--- src/rtl/lab_pkg.sv ---
// Shared types and helpers for the shape job scheduler: FSM states, the queued
// job record and the on-screen coordinate limits.
package lab_pkg;

  localparam int SCREEN_W = 160;
  localparam int SCREEN_H = 120;

  typedef enum logic [2:0] {
    S_IDLE,
    S_LAUNCH,
    S_WAIT_DONE,
    S_RELEASE,
    S_GAP
  } state_t;

  typedef struct packed {
    logic [7:0] x;
    logic [6:0] y;
    logic [7:0] diameter;
    logic [2:0] colour;
    logic       clear;
  } job_t;

  // Clamp the centre onto the screen and force an even diameter.
  function automatic job_t sanitise(input logic [7:0] x, input logic [6:0] y,
                                    input logic [7:0] diameter,
                                    input logic [2:0] colour, input logic clear);
    job_t j;
    j.x        = (x > 8'(SCREEN_W - 1)) ? 8'(SCREEN_W - 1) : x;
    j.y        = (y > 7'(SCREEN_H - 1)) ? 7'(SCREEN_H - 1) : y;
    j.diameter = {diameter[7:1], 1'b0};
    j.colour   = colour;
    j.clear    = clear;
    return j;
  endfunction

endpackage

--- src/rtl/shape_job_scheduler_if.sv ---
// Command push handshake, engine launch handshakes and status of the shape job
// scheduler. The slave modport is the scheduler's view; master is its environment.
interface shape_job_scheduler_if;

  logic        cmd_valid;
  logic        cmd_ready;
  logic [7:0]  cmd_centre_x;
  logic [6:0]  cmd_centre_y;
  logic [7:0]  cmd_diameter;
  logic [2:0]  cmd_colour;
  logic        cmd_clear;

  logic        tri_start;
  logic        tri_done;
  logic [7:0]  tri_centre_x;
  logic [6:0]  tri_centre_y;
  logic [7:0]  tri_diameter;
  logic [2:0]  tri_colour;

  logic        clr_start;
  logic        clr_done;

  logic        busy;
  logic [15:0] jobs_done;

  modport slave (
    input  cmd_valid, cmd_centre_x, cmd_centre_y, cmd_diameter, cmd_colour, cmd_clear,
    input  tri_done, clr_done,
    output cmd_ready, tri_start, tri_centre_x, tri_centre_y, tri_diameter, tri_colour,
    output clr_start, busy, jobs_done
  );

  modport master (
    output cmd_valid, cmd_centre_x, cmd_centre_y, cmd_diameter, cmd_colour, cmd_clear,
    output tri_done, clr_done,
    input  cmd_ready, tri_start, tri_centre_x, tri_centre_y, tri_diameter, tri_colour,
    input  clr_start, busy, jobs_done
  );

endinterface

--- src/rtl/job_fifo.sv ---
// Power-of-two circular FIFO of job records with first-word fall-through read.
// Push while full and pop while empty are ignored.
module job_fifo
  import lab_pkg::*;
#(
  parameter int DEPTH = 4
) (
  input  logic                   clk,
  input  logic                   rst_n,
  input  logic                   push,
  input  job_t                   push_data,
  input  logic                   pop,
  output job_t                   pop_data,
  output logic                   full,
  output logic                   empty,
  output logic [$clog2(DEPTH):0] count
);

  localparam int          AW         = $clog2(DEPTH);
  localparam int unsigned CW         = AW + 1;
  localparam logic [AW:0] FULL_COUNT = CW'(DEPTH);

  job_t          mem [DEPTH];
  logic [AW-1:0] wr_ptr;
  logic [AW-1:0] rd_ptr;
  logic          do_push;
  logic          do_pop;

  assign full     = (count == FULL_COUNT);
  assign empty    = (count == '0);
  assign do_push  = push & ~full;
  assign do_pop   = pop & ~empty;
  assign pop_data = mem[rd_ptr];

  // NOTE: the storage array has no reset; only the pointers and count define
  // validity, which keeps the array a plain RAM without per-bit reset logic.
  always_ff @(posedge clk) begin
    if (do_push) mem[wr_ptr] <= push_data;
  end

  always_ff @(posedge clk or negedge rst_n) begin
    if (!rst_n) begin
      wr_ptr <= '0;
      rd_ptr <= '0;
      count  <= '0;
    end else begin
      if (do_push) wr_ptr <= wr_ptr + 1'b1;
      if (do_pop)  rd_ptr <= rd_ptr + 1'b1;
      case ({do_push, do_pop})
        2'b10:   count <= count + 1'b1;
        2'b01:   count <= count - 1'b1;
        default: count <= count;
      endcase
    end
  end

endmodule

--- src/rtl/shape_job_scheduler.sv ---
// Queues sanitised shape commands and runs them one at a time on either the
// triangle engine or the clear-screen engine, with a minimum idle gap between jobs.
module shape_job_scheduler
  import lab_pkg::*;
#(
  parameter int DEPTH      = 4,
  parameter int GAP_CYCLES = 2
) (
  input logic                  clk,
  input logic                  rst_n,
  shape_job_scheduler_if.slave bus
);

  localparam int         CW       = $clog2(DEPTH) + 1;
  localparam logic [3:0] GAP_LAST = 4'(GAP_CYCLES - 1);

  state_t          state, state_d;
  logic [3:0]      gap_cnt, gap_cnt_d;
  job_t            cur, cur_d;
  logic            tri_start_q, tri_start_d;
  logic            clr_start_q, clr_start_d;
  logic [15:0]     jobs_done_q, jobs_done_d;

  job_t            push_job;
  job_t            head;
  logic            push;
  logic            fifo_pop;
  logic            fifo_full;
  logic            fifo_empty;
  logic [CW-1:0]   fifo_count;
  logic            sel_done;

  assign push_job      = sanitise(bus.cmd_centre_x, bus.cmd_centre_y, bus.cmd_diameter,
                                  bus.cmd_colour, bus.cmd_clear);
  assign bus.cmd_ready = rst_n & ~fifo_full;
  assign push          = bus.cmd_valid & bus.cmd_ready;
  // The head stays queued while its job runs, so the FIFO count covers the
  // active job; it is dequeued only once the engine has finished.
  assign fifo_pop      = (state == S_RELEASE);
  assign sel_done      = cur.clear ? bus.clr_done : bus.tri_done;

  job_fifo #(.DEPTH(DEPTH)) u_fifo (
    .clk      (clk),
    .rst_n    (rst_n),
    .push     (push),
    .push_data(push_job),
    .pop      (fifo_pop),
    .pop_data (head),
    .full     (fifo_full),
    .empty    (fifo_empty),
    .count    (fifo_count)
  );

  // NOTE: every signal written here gets its hold value first, so no path
  // through the case leaves one unassigned and no latch is inferred.
  always_comb begin
    state_d     = state;
    gap_cnt_d   = gap_cnt;
    cur_d       = cur;
    tri_start_d = tri_start_q;
    clr_start_d = clr_start_q;
    jobs_done_d = jobs_done_q;
    unique case (state)
      S_IDLE: begin
        if (!fifo_empty) begin
          cur_d   = head;
          state_d = S_LAUNCH;
        end
      end
      S_LAUNCH: begin
        tri_start_d = ~cur.clear;
        clr_start_d = cur.clear;
        state_d     = S_WAIT_DONE;
      end
      S_WAIT_DONE: begin
        if (sel_done) begin
          tri_start_d = 1'b0;
          clr_start_d = 1'b0;
          state_d     = S_RELEASE;
        end
      end
      S_RELEASE: begin
        jobs_done_d = jobs_done_q + 16'd1;
        gap_cnt_d   = '0;
        state_d     = S_GAP;
      end
      S_GAP: begin
        if (gap_cnt == GAP_LAST) state_d = S_IDLE;
        else                     gap_cnt_d = gap_cnt + 4'd1;
      end
      default: state_d = S_IDLE;
    endcase
  end

  // NOTE: registers take non-blocking assignments so every flop samples the
  // values from before the edge, independent of statement order.
  always_ff @(posedge clk or negedge rst_n) begin
    if (!rst_n) begin
      state       <= S_IDLE;
      gap_cnt     <= '0;
      cur         <= '0;
      tri_start_q <= 1'b0;
      clr_start_q <= 1'b0;
      jobs_done_q <= '0;
    end else begin
      state       <= state_d;
      gap_cnt     <= gap_cnt_d;
      cur         <= cur_d;
      tri_start_q <= tri_start_d;
      clr_start_q <= clr_start_d;
      jobs_done_q <= jobs_done_d;
    end
  end

  assign bus.tri_start    = tri_start_q;
  assign bus.clr_start    = clr_start_q;
  assign bus.tri_centre_x = cur.x;
  assign bus.tri_centre_y = cur.y;
  assign bus.tri_diameter = cur.diameter;
  assign bus.tri_colour   = cur.colour;
  assign bus.jobs_done    = jobs_done_q;
  assign bus.busy         = (fifo_count != '0) || (state != S_IDLE);

endmodule

--- src/flat_wrapper.sv ---
// flat-port wrapper written by rule: the top's interface ports become plain ports
module shape_job_scheduler_flat import lab_pkg::*;
#(
  parameter int DEPTH      = 4,
  parameter int GAP_CYCLES = 2
)
  (clk, rst_n, bus_cmd_valid, bus_cmd_centre_x, bus_cmd_centre_y, bus_cmd_diameter, bus_cmd_colour, bus_cmd_clear, bus_tri_done, bus_clr_done, bus_cmd_ready, bus_tri_start, bus_tri_centre_x, bus_tri_centre_y, bus_tri_diameter, bus_tri_colour, bus_clr_start, bus_busy, bus_jobs_done);
  shape_job_scheduler_if bus_i ();
  input logic clk;
  input logic rst_n;
  input wire logic [$bits(bus_i.cmd_valid)-1:0] bus_cmd_valid;
  input wire logic [$bits(bus_i.cmd_centre_x)-1:0] bus_cmd_centre_x;
  input wire logic [$bits(bus_i.cmd_centre_y)-1:0] bus_cmd_centre_y;
  input wire logic [$bits(bus_i.cmd_diameter)-1:0] bus_cmd_diameter;
  input wire logic [$bits(bus_i.cmd_colour)-1:0] bus_cmd_colour;
  input wire logic [$bits(bus_i.cmd_clear)-1:0] bus_cmd_clear;
  input wire logic [$bits(bus_i.tri_done)-1:0] bus_tri_done;
  input wire logic [$bits(bus_i.clr_done)-1:0] bus_clr_done;
  output wire logic [$bits(bus_i.cmd_ready)-1:0] bus_cmd_ready;
  output wire logic [$bits(bus_i.tri_start)-1:0] bus_tri_start;
  output wire logic [$bits(bus_i.tri_centre_x)-1:0] bus_tri_centre_x;
  output wire logic [$bits(bus_i.tri_centre_y)-1:0] bus_tri_centre_y;
  output wire logic [$bits(bus_i.tri_diameter)-1:0] bus_tri_diameter;
  output wire logic [$bits(bus_i.tri_colour)-1:0] bus_tri_colour;
  output wire logic [$bits(bus_i.clr_start)-1:0] bus_clr_start;
  output wire logic [$bits(bus_i.busy)-1:0] bus_busy;
  output wire logic [$bits(bus_i.jobs_done)-1:0] bus_jobs_done;
  assign bus_i.cmd_valid = bus_cmd_valid;
  assign bus_i.cmd_centre_x = bus_cmd_centre_x;
  assign bus_i.cmd_centre_y = bus_cmd_centre_y;
  assign bus_i.cmd_diameter = bus_cmd_diameter;
  assign bus_i.cmd_colour = bus_cmd_colour;
  assign bus_i.cmd_clear = bus_cmd_clear;
  assign bus_i.tri_done = bus_tri_done;
  assign bus_i.clr_done = bus_clr_done;
  assign bus_cmd_ready = bus_i.cmd_ready;
  assign bus_tri_start = bus_i.tri_start;
  assign bus_tri_centre_x = bus_i.tri_centre_x;
  assign bus_tri_centre_y = bus_i.tri_centre_y;
  assign bus_tri_diameter = bus_i.tri_diameter;
  assign bus_tri_colour = bus_i.tri_colour;
  assign bus_clr_start = bus_i.clr_start;
  assign bus_busy = bus_i.busy;
  assign bus_jobs_done = bus_i.jobs_done;
  shape_job_scheduler #(.DEPTH(DEPTH), .GAP_CYCLES(GAP_CYCLES)) u_core (.clk(clk), .rst_n(rst_n), .bus(bus_i));
endmodule
--- config.mk ---
export PLATFORM = sky130hd
export DESIGN_NAME = shape_job_scheduler_flat
export DESIGN_NICKNAME = d
export VERILOG_FILES = /design/src/rtl/lab_pkg.sv /design/src/rtl/shape_job_scheduler_if.sv /design/src/rtl/job_fifo.sv /design/src/rtl/shape_job_scheduler.sv /design/src/flat_wrapper.sv
export SDC_FILE = /design/constraint.sdc
export NUM_CORES = 1
export LEC_CHECK = 0
export ABC_AREA = 0
export CAP_MARGIN = 20
export CORE_MARGIN = 2
export CORE_UTILIZATION = 59
export CTS_CLUSTER_SIZE = 12
export DETAILED_ROUTE_END_ITERATION = 6
export GPL_ROUTABILITY_DRIVEN = 0
export GPL_TIMING_DRIVEN = 0
export HOLD_SLACK_MARGIN = 0.1
export MAX_ROUTING_LAYER = met4
export PLACE_DENSITY_LB_ADDON = 0.12
export RECOVER_POWER = 50
export SYNTH_ARGS = -nofsm -noshare
export SYNTH_HDL_FRONTEND = slang
export SYNTH_SLANG_ARGS = --single-unit
--- constraint.sdc ---
create_clock -name clk -period 3.6 [get_ports clk]
set_input_delay 0.72 -clock clk [delete_from_list [all_inputs] [get_ports clk]]
set_output_delay 0.72 -clock clk [all_outputs]
set_load 0.005 [all_outputs]
# --- Yosys cells after proc, flatten, opt, wreduce, memory -nomap -nowiden ---
# Memory sizes are Yosys's and may differ from the RTL's. A register that Yosys moved wholly into a read port is not among the register bits.
# Cells that the tools add are included.
# Widths: inputs -> output; s select.
totals:
  in_bits: 32
  mem_count: 1
  ramBits: 104
  register_bits: 40
  elab_cells: 65
classes:
  reduce_logical: 13
  addsub: 6
  order_cmp: 2
  eq_ne: 12
  n_mux: 15
  bitwise_logic: 7
memory_table:
  columns: ["memory", "words", "word_bits", "read_ports", "rd_ports_with_merged_regs", "wr", "line_no", "text"]
  rows:
  - ["u_core.u_fifo.mem", 4, 26, 1, 1, 1, "job_fifo.sv:23", "job_t mem [DEPTH];"]
ops:
  columns: ["operator", "n"]
  rows:
  - ["$add 16x1->16 const B", 1]
  - ["$pmux 3 s5", 1]
  - ["$mux 3", 3]
  - ["$gt 8x8->1 const B", 1]
  - ["$mux 8", 1]
  - ["$pmux 4 s2", 1]
  - ["$gt 7x7->1 const B", 1]
  - ["$mux 7", 1]
  - ["$eq 3x2->1 const B", 2]
  - ["$eq 3x3->1 const B", 2]
  - ["$logic_not 3->1", 2]
  - ["$pmux 3 s2", 1]
  - ["$reduce_and 2->1", 3]
  - ["$reduce_bool 2->1", 3]
  - ["$reduce_bool 3->1", 2]
  - ["$add 2x1->2 const B", 2]
  - ["$add 4x1->4 const B", 1]
  - ["$and 1x1->1", 4]
  - ["$eq 4x1->1 const B", 1]
  - ["$mux 1", 4]
  - ["$mux 4", 1]
  - ["$ne 2x1->1 const B", 2]
  - ["$ne 2x2->1 const B", 2]
  - ["$pmux 1 s2", 2]
  - ["9 further kinds", 11]

# --- Longest topological paths before layout ---
# Gate-level depths: netlist of run 1.
depth:
  word_depth: 7
  depth_mapped: 10
  ltp_nobuf: 10

# --- Hierarchy ---
# Synthesis of run 1 repeated with hierarchy kept, for this count alone.
hier_totals:
  cells_unflattened: 398
  hier_area_um2: 6875.3
by_module_without_submodules:
  columns: ["module", "cells_per_inst", "instances", "seq_area_each_um2", "area_each_um2"]
  rows:
  - ["job_fifo", 178, 1, 3418.3, 4330.4]
  - ["shape_job_scheduler", 220, 1, 1301.2, 2544.9]

# --- Worst setup path before layout of run 1 ---
# Ideal clock, no wire load.
synth_path:
  kind: "input-to-reg"
  from: "input rst_n"
  to: "register u_core.u_fifo.count[2]"
  arrival_ps: 2083
  slack_ps: 1391
  path_stages: 10
  required_ps: 3475
  setup_time_ps: 125
  path_buffers: 0
  cell_sequence: "inv_1 a31oi_1 and2_1 inv_1 ha_1 inv_1 fa_1 xor2_1 nor2_1 xor2_1"
synth_via:
  elab_chain_cells: 5
  elab_cells_between_ends: 7
  classes_between: "eq/ne (2); mux (1); bitwise (3); reduce/logical (1)"
synth_lines:
  columns: ["item", "line_no", "text"]
  rows:
  - ["from (decl)", "flat_wrapper.sv:10", "input logic rst_n;"]
  - ["$and 1x1->1 *", "shape_job_scheduler.sv:35", "assign bus.cmd_ready = rst_n & ~fifo_full;"]
  - ["named net bus_cmd_ready", "flat_wrapper.sv:19", "output wire logic [$bits(bus_i.cmd_ready)-1:0] bus_cmd_ready;"]
  - ["$and 1x1->1 *", "shape_job_scheduler.sv:36", "assign push = bus.cmd_valid & bus.cmd_ready;"]
  - ["$and 1x1->1 *", "job_fifo.sv:31", "assign do_push = push & ~full;"]
  - ["$eq 2x1->1 / $eq 2x2->1 (equally long branches)", "job_fifo.sv:49", "case ({do_push, do_pop})"]
  - ["$pmux 3 s2 / $reduce_bool 2->1 (equally long branches)", null, null]
  - ["to (signal assigned)", "job_fifo.sv:50", "2'b10: count <= count + 1'b1;"]
  - ["to (signal assigned)", "job_fifo.sv:51", "2'b01: count <= count - 1'b1;"]
  - ["to (signal assigned)", "job_fifo.sv:52", "default: count <= count;"]
  - ["to (decl)", "job_fifo.sv:16", "output logic [$clog2(DEPTH):0] count"]
# Mark *: on every way through the listed nets, which the timed path passes. The rest lies on a longest branch.
# A chain may end at the register's enable or synchronous reset.

# --- Final worst setup path of run 1 ---
layout_path:
  from: "input rst_n"
  to: "output bus_cmd_ready"
layout_via:
  elab_chain_cells: 1
layout_lines:
  columns: ["item", "line_no"]
  rows:
  - ["$and 1x1->1", "shape_job_scheduler.sv:35"]
  - ["to (decl)", "flat_wrapper.sv:19"]
# Every way passes these cells.

==> results.md, run 1 <==
Outcome:
- The run finished with clean final reports.

Floorplan:
- The floorplan has 38 rows.
- The I/O pin total is 78.
- The die is 110 um wide.
- The core box area is between 10000 and 15000 um2.
- The initial utilization of the core area, before any placement, comes to 0.608.
- The chip height is 110 um.
- The die covers 12100 um2.

Place:
- In this run, placement finished with an instance count of 600.
- After legalization and detailed placement, the total HPWL measured 7.17 mm.
- OpenSTA, run right after detailed placement, puts the worst setup slack at roughly 0.47 ns.
- The number of input and output port buffers inserted is 75.

Logic synthesis:
- Among all flip-flop cells after synthesis, the most frequent one is edfxtp_1.
- After synthesis the netlist holds a flip-flop and latch count of roughly 160.
- The average cell area after synthesis is ~17 um2.
- For this run, the number of Yosys warnings is 0.
- edfxtp_1 takes more of the synthesized area than any other cell.
- When the netlist entered floorplanning its net count stood at approximately 420.
- The share of the Yosys chip area taken by registers is 0.688.
- Yosys attributes the largest share of cell area to edfxtp_1 47%, dfrtp_1 22%, mux4_2 7.1%.
- The portion of synthesized cell area occupied by the leading cell type is 0.470.
- The distinct cell type count after synthesis is between 40 and 50.
- After technology mapping, the gate count stands at between 300 and 400.
- The total standard cell area after synthesis is approximately 6600 um2.
- The commonest cells after synthesis are 104 x edfxtp_1, 58 x dfrtp_1, 28 x buf_4, 25 x mux2_2, 21 x mux4_2.
- The share of async-settable or async-resettable flops after synthesis is 0.358.
- In this run, synthesis inferred ~100 flip-flops with an integrated enable.
- In the post-synthesis netlist, the cell with the most instances is edfxtp_1.

GRT:
- The first global-routing pass estimated between 15 and 20 mm of wire.
- The number of antenna violations at the first check in global routing is 1.
- The number of global-route vias before repair is approximately 3500.
- The global-route total usage across every layer is 0.214.
- The maximum number of pins on one net before global-route repair is 60.
- The total overflow left after global routing is 0.

Drt:
- The detailed-route wire length is between 10 and 15 mm.
- The number of DRC markers in iteration 0 is 250.
- The number of detailed-route iterations in the first pass is 4.
- Once detail routing completed, the nets flagged for antenna violations numbered 0.
- The routed via count divided by cell count is between 5 and 6.
- In the final routed layout, each cell accounts on average for about 18 um.
- Across all layers, the routed design uses 3511 vias.
- In the routed design, unresolved DRC markers number 0.

Critical path:
- The signal on the critical path passes through buf_4 > inv_1 > a31oi_1 > clkdlybuf4s50_1.
- The delay contributed by the slowest stage of the critical path is about 0.60 ns.
- The standard cell with the maximum stage delay on the critical path is buf_4.
- The capture instance of the worst register-to-register path is u_core.u_fifo.count[2].
- The worst register-to-register path begins at u_core.state[1].
- Of all nets on the critical path, the largest fanout is around 60.
- The critical path contains buffers and inverters numbering 3 combined.
- The logic depth of the worst path, buffers included is 4.
- The critical setup path kind is in -> out.
- The critical path capture point type is an output port.
- Among cell families on the critical path, the largest total delay comes from buffers and inverters.
- The register-to-register setup slack is between 1 and 1.5 ns.
- The kind of launch point of the worst setup path is an input pin.
- The required time of the critical path is about 2.9 ns.
- At the worst endpoint, the arrival time is about 2.4 ns.
- The worst reg-to-reg path cell count is 9.

Clock network:
- The maximum buffer depth of the clock tree is 2.
- The number of buffers created by CTS is 17.
- The buffer type at the clock tree root is clkbuf_16.
- The CTS tree is built.
- After clock tree synthesis, the flow added hold-fix buffers numbering 0.
- Counting every sink on the clock net gives about 160.
- The clock latency of the later-clocked register in the worst-skew pair is between 0.4 and 0.5 ns.
- After clock tree synthesis, the repair step resized 0 gates.
- Once the clock tree was built, the setup fixing pass inserted 0 buffers.
- The number of H-tree levels is 4.
- The clock slew seen by the registers of the worst setup and hold paths is 0.06 ns.

Pwr:
- Total power for the finished layout comes to roughly 6.4 mW.
- The worst ir drop on vdd is about 0.4 mV.
- The cell area power density is ~780 nW/um2.
- The leakage dissipation is ~3.1 nW.

Run:
- Max-cap violations in this run came to 0.

Final layout:
- Of the cells placed in the final design, the portion with a size suffix greater than 1 is 0.230.
- Relative to the synthesized area, the layout overhead comes to 22.8%.
- After the last flow step, the layout net total stands at between 500 and 600.
- The final instance count without filler cells is roughly 630.
- For this run, the share of the core covered by cells in the final layout is 0.747.
- The number of filler instances in the final layout is 669.

Timing:
- The hold violation count in the final report is 0.
- At the pin with the least slew margin, the transition time is 0.795 ns.
- The achievable clock frequency is 323 MHz.
- The final period demand of the worst path is about 3 ns.
- Measured against its own limit, the worst slew margin works out to 0.470.
- Setup repair after global routing left no endpoint under its margin.
- The total setup violations reported at the end of the flow is 0.
- The worst path meets setup with about 0.5 ns of slack.
- Adding up every negative setup slack in the final design gives 0 ns.
- The final count of pins violating max slew was 0.
- Of the available clock period, the critical path in the final layout requires 0.859.
- The clock tree skew after final layout is between 0.007 and 0.008 ns.

Worst hold path:
- The class of the worst hold path is in -> async.
area by class of cell:
type / count / area, um2 / share of cell area
multi-input cells: 167 / 1700 / 0.209
repair buffers: 78 / 806 / 0.0987
diodes: 1 / 2.50 / 0.000307
flip-flops and latches: 162 / 4570 / 0.560
clock buffers: 21 / 440 / 0.0539
plain buffers: 43 / 310 / 0.0380
clock inverters: 10 / 114 / 0.0139
well taps: 140 / 175 / 0.0215
inverters: 10 / 37.5 / 0.00460
worst max path at each step:
stage	startpoint	end	slack, ns
after floorplan	rst_n	u_core.u_fifo.count[2]	1.39
after global placement	rst_n	u_core.u_fifo.mem[0][20]	-1.86
after CTS	rst_n	bus_cmd_ready	0.46
after detailed placement	rst_n	bus_cmd_ready	0.47
after global routing	rst_n	bus_cmd_ready	0.30
final	rst_n	bus_cmd_ready	0.51
flip-flops by register name, indices dropped and copies added, names as in the netlist:
signal	flops
u_core.bus.clr_start	1
u_core.bus.jobs_done	16
u_core.bus.tri_centre_x	8
u_core.bus.tri_centre_y	7
u_core.bus.tri_colour	3
u_core.bus.tri_diameter	7
u_core.bus.tri_start	1
u_core.cur	1
u_core.gap_cnt	4
u_core.state	3
u_core.u_fifo.count	3
u_core.u_fifo.mem	104
u_core.u_fifo.rd_ptr	2
u_core.u_fifo.wr_ptr	2
cells by family after synthesis:
family | Yosys count | share of synthesized area
flops | 162 | 0.688
xor+xnor | 23 | 0.0303
compound gates | 10 | 0.0103
mux | 56 | 0.141
buf+inv | 53 | 0.0548
other cells | 1 | 0.000564
simple gates | 68 | 0.0567
fa+ha+maj | 9 | 0.0181
through the flow:
stage	cell area, um2	hold WS [ns]
floorplan	6650	0.424
finish	8160	0.391
detailed placement	7630	0.483
CTS	8190	0.421
global placement	7570	0.462
global route	8160	0.457
placed cells by master (no fill, tap or decap), types with 3 or more instances in the layout:
master	netlist	layout
clkbuf_16	0	17
mux2i_1	3	3
nand2_1	14	14
inv_1	10	10
buf_4	28	27
and3_1	5	3
dfrtp_1	58	58
clkinvlp_4	0	3
nor2_1	9	10
nand4_1	7	7
nand3_1	6	6
mux4_1	5	5
clkbuf_1	5	13
xnor2_1	18	18
edfxtp_1	104	104
dlygate4sd3_1	0	17
mux4_2	21	21
mux2_2	25	25
ha_1	8	8
clkdlybuf4s50_1	0	57
xor2_1	5	5
buf_2	4	3
nand2b_1	12	12
worst reg2reg max path: stages, from the launching register on:
cell and delay (ns):
dfrtp_1 0.36, clkbuf_1 0.29, nand3b_1 0.28, nor2_1 0.33, ha_1 0.24, inv_1 0.07
fa_1 0.42, xor2_1 0.15, nor2_1 0.12, xor2_1 0.18
where the power goes:
part           switching, mW  leakage, nW  internal (mW)
sequential             0.201         1.66           2.39
combinational          0.831         1.14           1.26
clock                  0.681        0.261           1.01
routing by layer:
metal,vias up,global-route usage,share of wire
li1,1600,-,-
met1,1807,0.249,0.42
met2,92,0.365,0.53
met3,12,0.0535,0.041
met4,0,0.0732,0.0091
met5,-,-,0
No activity file was read; power rests on OpenSTA's default activity.
==> inputs of run 2 (changes only) <==
Settings changed: CORE_MARGIN 2 to 1, TNS_END_PERCENT set to 1.
==> results.md, run 2 (synthesis results as in run 1) <==
Critical path:
- The critical path capture point type is an output port (unchanged).
- The required time of the critical path is 2.88 ns (about the same).
- The data arrival time of the critical path came to 2.36 ns (was 2.37 ns).
- The kind of launch point of the worst setup path is an input pin (unchanged).
- The critical setup path kind is in -> out (unchanged).
- The largest fanout on the critical path is 59 (unchanged).

Timing:
- The ratio of final minimum period to clock period is 0.856 (was 0.859).
- The total setup violations reported at the end of the flow is 0 (unchanged).
- The achievable clock frequency is 324 MHz (was 323 MHz).
- The final count of pins violating max slew was 0 (unchanged).
- The headroom to the max-slew limit is 0.474 (was 0.470).
- The final period demand of the worst path is 3.08 ns (was 3.09 ns).
- The post-route worst setup slack is 0.517 ns (was 0.508 ns).
- The measured slew at the worst slew-check pin is 0.788 ns (was 0.795 ns).
- The smallest hold slack is 0.265 ns (was 0.391 ns).
- The setup TNS was 0 ns (unchanged).
- The clock tree skew after final layout was 0.00887 ns (was 0.00734 ns).
- The hold violation count in the final report is 0 (unchanged).
- RSZ-0062 raised after global routing: no (unchanged).

Drt:
- The post-detailed-route count of antenna-violating nets is 0 (unchanged).
- The detailed-route wire length was 11.4 mm (was 11.7 mm).
- The number of detailed-route iterations in the first pass came to 5 (was 4).
- The detail-routed net length per standard cell is 18.0 um (was 18.5 um).
- The number of DRC markers in iteration 0 was 212 (was 250).
- The routed via count divided by cell count was 5.46 (was 5.56).
- The DRC violation count after routing is 0 (unchanged).
- The total number of vias is 3444 (was 3511).

Place:
- The half-perimeter wire length after placement is 6.93 mm (was 7.17 mm).
- The number of input and output port buffers inserted came to 75 (unchanged).
- The worst setup timing slack at the placement stage is 0.455 ns (was 0.470 ns).

Clock network:
- The number of buffers added to fix hold violations after cts came to 0 (unchanged).
- The number of gates given a new drive strength after cts is 0 (unchanged).
- The maximum buffer depth of the clock tree is 2 (unchanged).
- The count of clock tree sinks is 162 (unchanged).
- The setup fix buffers added after clock tree synthesis is 0 (unchanged).
- The buffer type at the clock tree root was clkbuf_8 (was clkbuf_16).
- The clock slew seen by the registers of the worst setup and hold paths is 0.06 ns (about the same).
- The number of buffers created by CTS is 17 (unchanged).
- The clock latency of the later-clocked register in the worst-skew pair is 0.54 ns (was 0.41 ns).
- The number of H-tree levels came to 4 (unchanged).
- The CTS tree is built (unchanged).

GRT:
- The number of global-route vias before repair is 3633 (was 3512).
- The number of antenna violations at the first check in global routing is 1 (unchanged).
- The maximum number of pins on one net before global-route repair was 60 (unchanged).
- The aggregate global routing overflow is 0 (unchanged).
- The global-route total usage across every layer is 0.230 (was 0.214).
- The first-pass GRT wire length is 18.4 mm (was 18.0 mm).

Floorplan:
- The chip height is 108 um (was 110 um).
- The cell row count came to 38 (unchanged).
- The die outline width is 108 um (was 110 um).
- The full die area is 11700 um2 (was 12100 um2).
- The initial cell density of the core is 0.611 (was 0.608).
- The core box area is 10900 um2 (about the same).
- The I/O pin total is 78 (unchanged).

Final layout:
- Most frequent cells in the layout: 104 x edfxtp_1, 58 x clkdlybuf4s50_1, 58 x dfrtp_1 (was 104 x edfxtp_1, 58 x dfrtp_1, 57 x clkdlybuf4s50_1).
- The relative area change from synthesis to final layout came to 23.6% (was 22.8%).
- The final layout net count is 518 (was 520).
- The final core utilization is 0.755 (was 0.747).
- The most common library cell in the layout ignoring fill and taps is edfxtp_1 (unchanged).
- The register with the highest flop count is u_core.u_fifo.mem (unchanged).
- The flip-flop count of the largest register, all copies and words added is 104 (unchanged).
- The fraction of layout instances using a drive strength above 1 was 0.241 (was 0.230).

Pwr:
- The worst ir drop on vdd is 0.839 mV (was 0.394 mV).
- The leakage dissipation came to 3.09 nW (was 3.06 nW).
- The power consumption was 6.57 mW (was 6.37 mW).
- The cell area power density is 799 nW/um2 (was 780 nW/um2).

Run:
- The max-cap violation count came to 0 (unchanged).

Outcome:
- Outcome: complete, no violations (unchanged).

Worst hold path:
- The class of the worst hold path is in -> async (unchanged).
-- run 2: changes by cell type in the layout (fill, tap and decap cells not counted), sizes merged --
cell	delta
clkinv	-1
dlygate4sd3	-1
clkinvlp	-2
clkdlybuf4s50	+1
bufinv	+2
buf	-1
inv	+4
clkbuf	-3
-- run 2: path summary, 6_finish.rpt --
kind	startpoint	endpoint	slack (ns)	cells past startpoint
max in group asynchronous	rst_n	u_core.bus.tri_centre_x[4]	2.82	1
min reg2reg	u_core.bus.jobs_done[15]	u_core.bus.jobs_done[15]	0.47	1
min in group clk	u_core.bus.jobs_done[15]	u_core.bus.jobs_done[15]	0.47	1
max	rst_n	bus_cmd_ready	0.52	4
min	rst_n	u_core.gap_cnt[3]	0.26	1
max reg2reg	u_core.state[1]	u_core.u_fifo.count[2]	1.05	9
-- run 2: layer usage --
layer  vias to the layer above  track usage  part of all wire
met5                         -            -                 0
met4                         0       0.0812             0.013
met3                        19       0.0681             0.044
met2                        81        0.374              0.52
met1                      1750        0.276              0.42
li1                       1594            -                 -
-- run 2: worst max-delay path, stage by stage --
cell and delay [ns]:
buf_4 0.60, inv_1 0.09, a31oi_1 0.35, clkdlybuf4s50_1 0.58
-- run 2: area by class of cell --
cell class | instances | area (um2)
sequential | 162 | 4570
fill | 670 | 2670
multi-input combinational | 167 | 1710
timing repair buffer | 76 | 776
clock buffer | 19 | 432
buffer | 43 | 318
clock inverter | 13 | 199
tap | 140 | 175
inverter | 10 | 37.5
antenna | 1 | 2.50
-- run 2: where the power goes --
| part | switching (mW) | total, mW | internal [mW] | leakage [nW] |
|---|---|---|---|---|
| combinational | 0.822 | 2.08 | 1.26 | 1.13 |
| clock | 0.743 | 1.90 | 1.16 | 0.307 |
| sequential | 0.198 | 2.58 | 2.38 | 1.66 |
| total | 1.76 | 6.57 | 4.80 | 3.09 |
-- run 2: through the flow --
step	instances	area [um2]
after CTS	630	8230
after detailed placement	598	7600
after global routing	631	8220
after floorplan	382	6650
after global placement	597	7570
final	631	8220
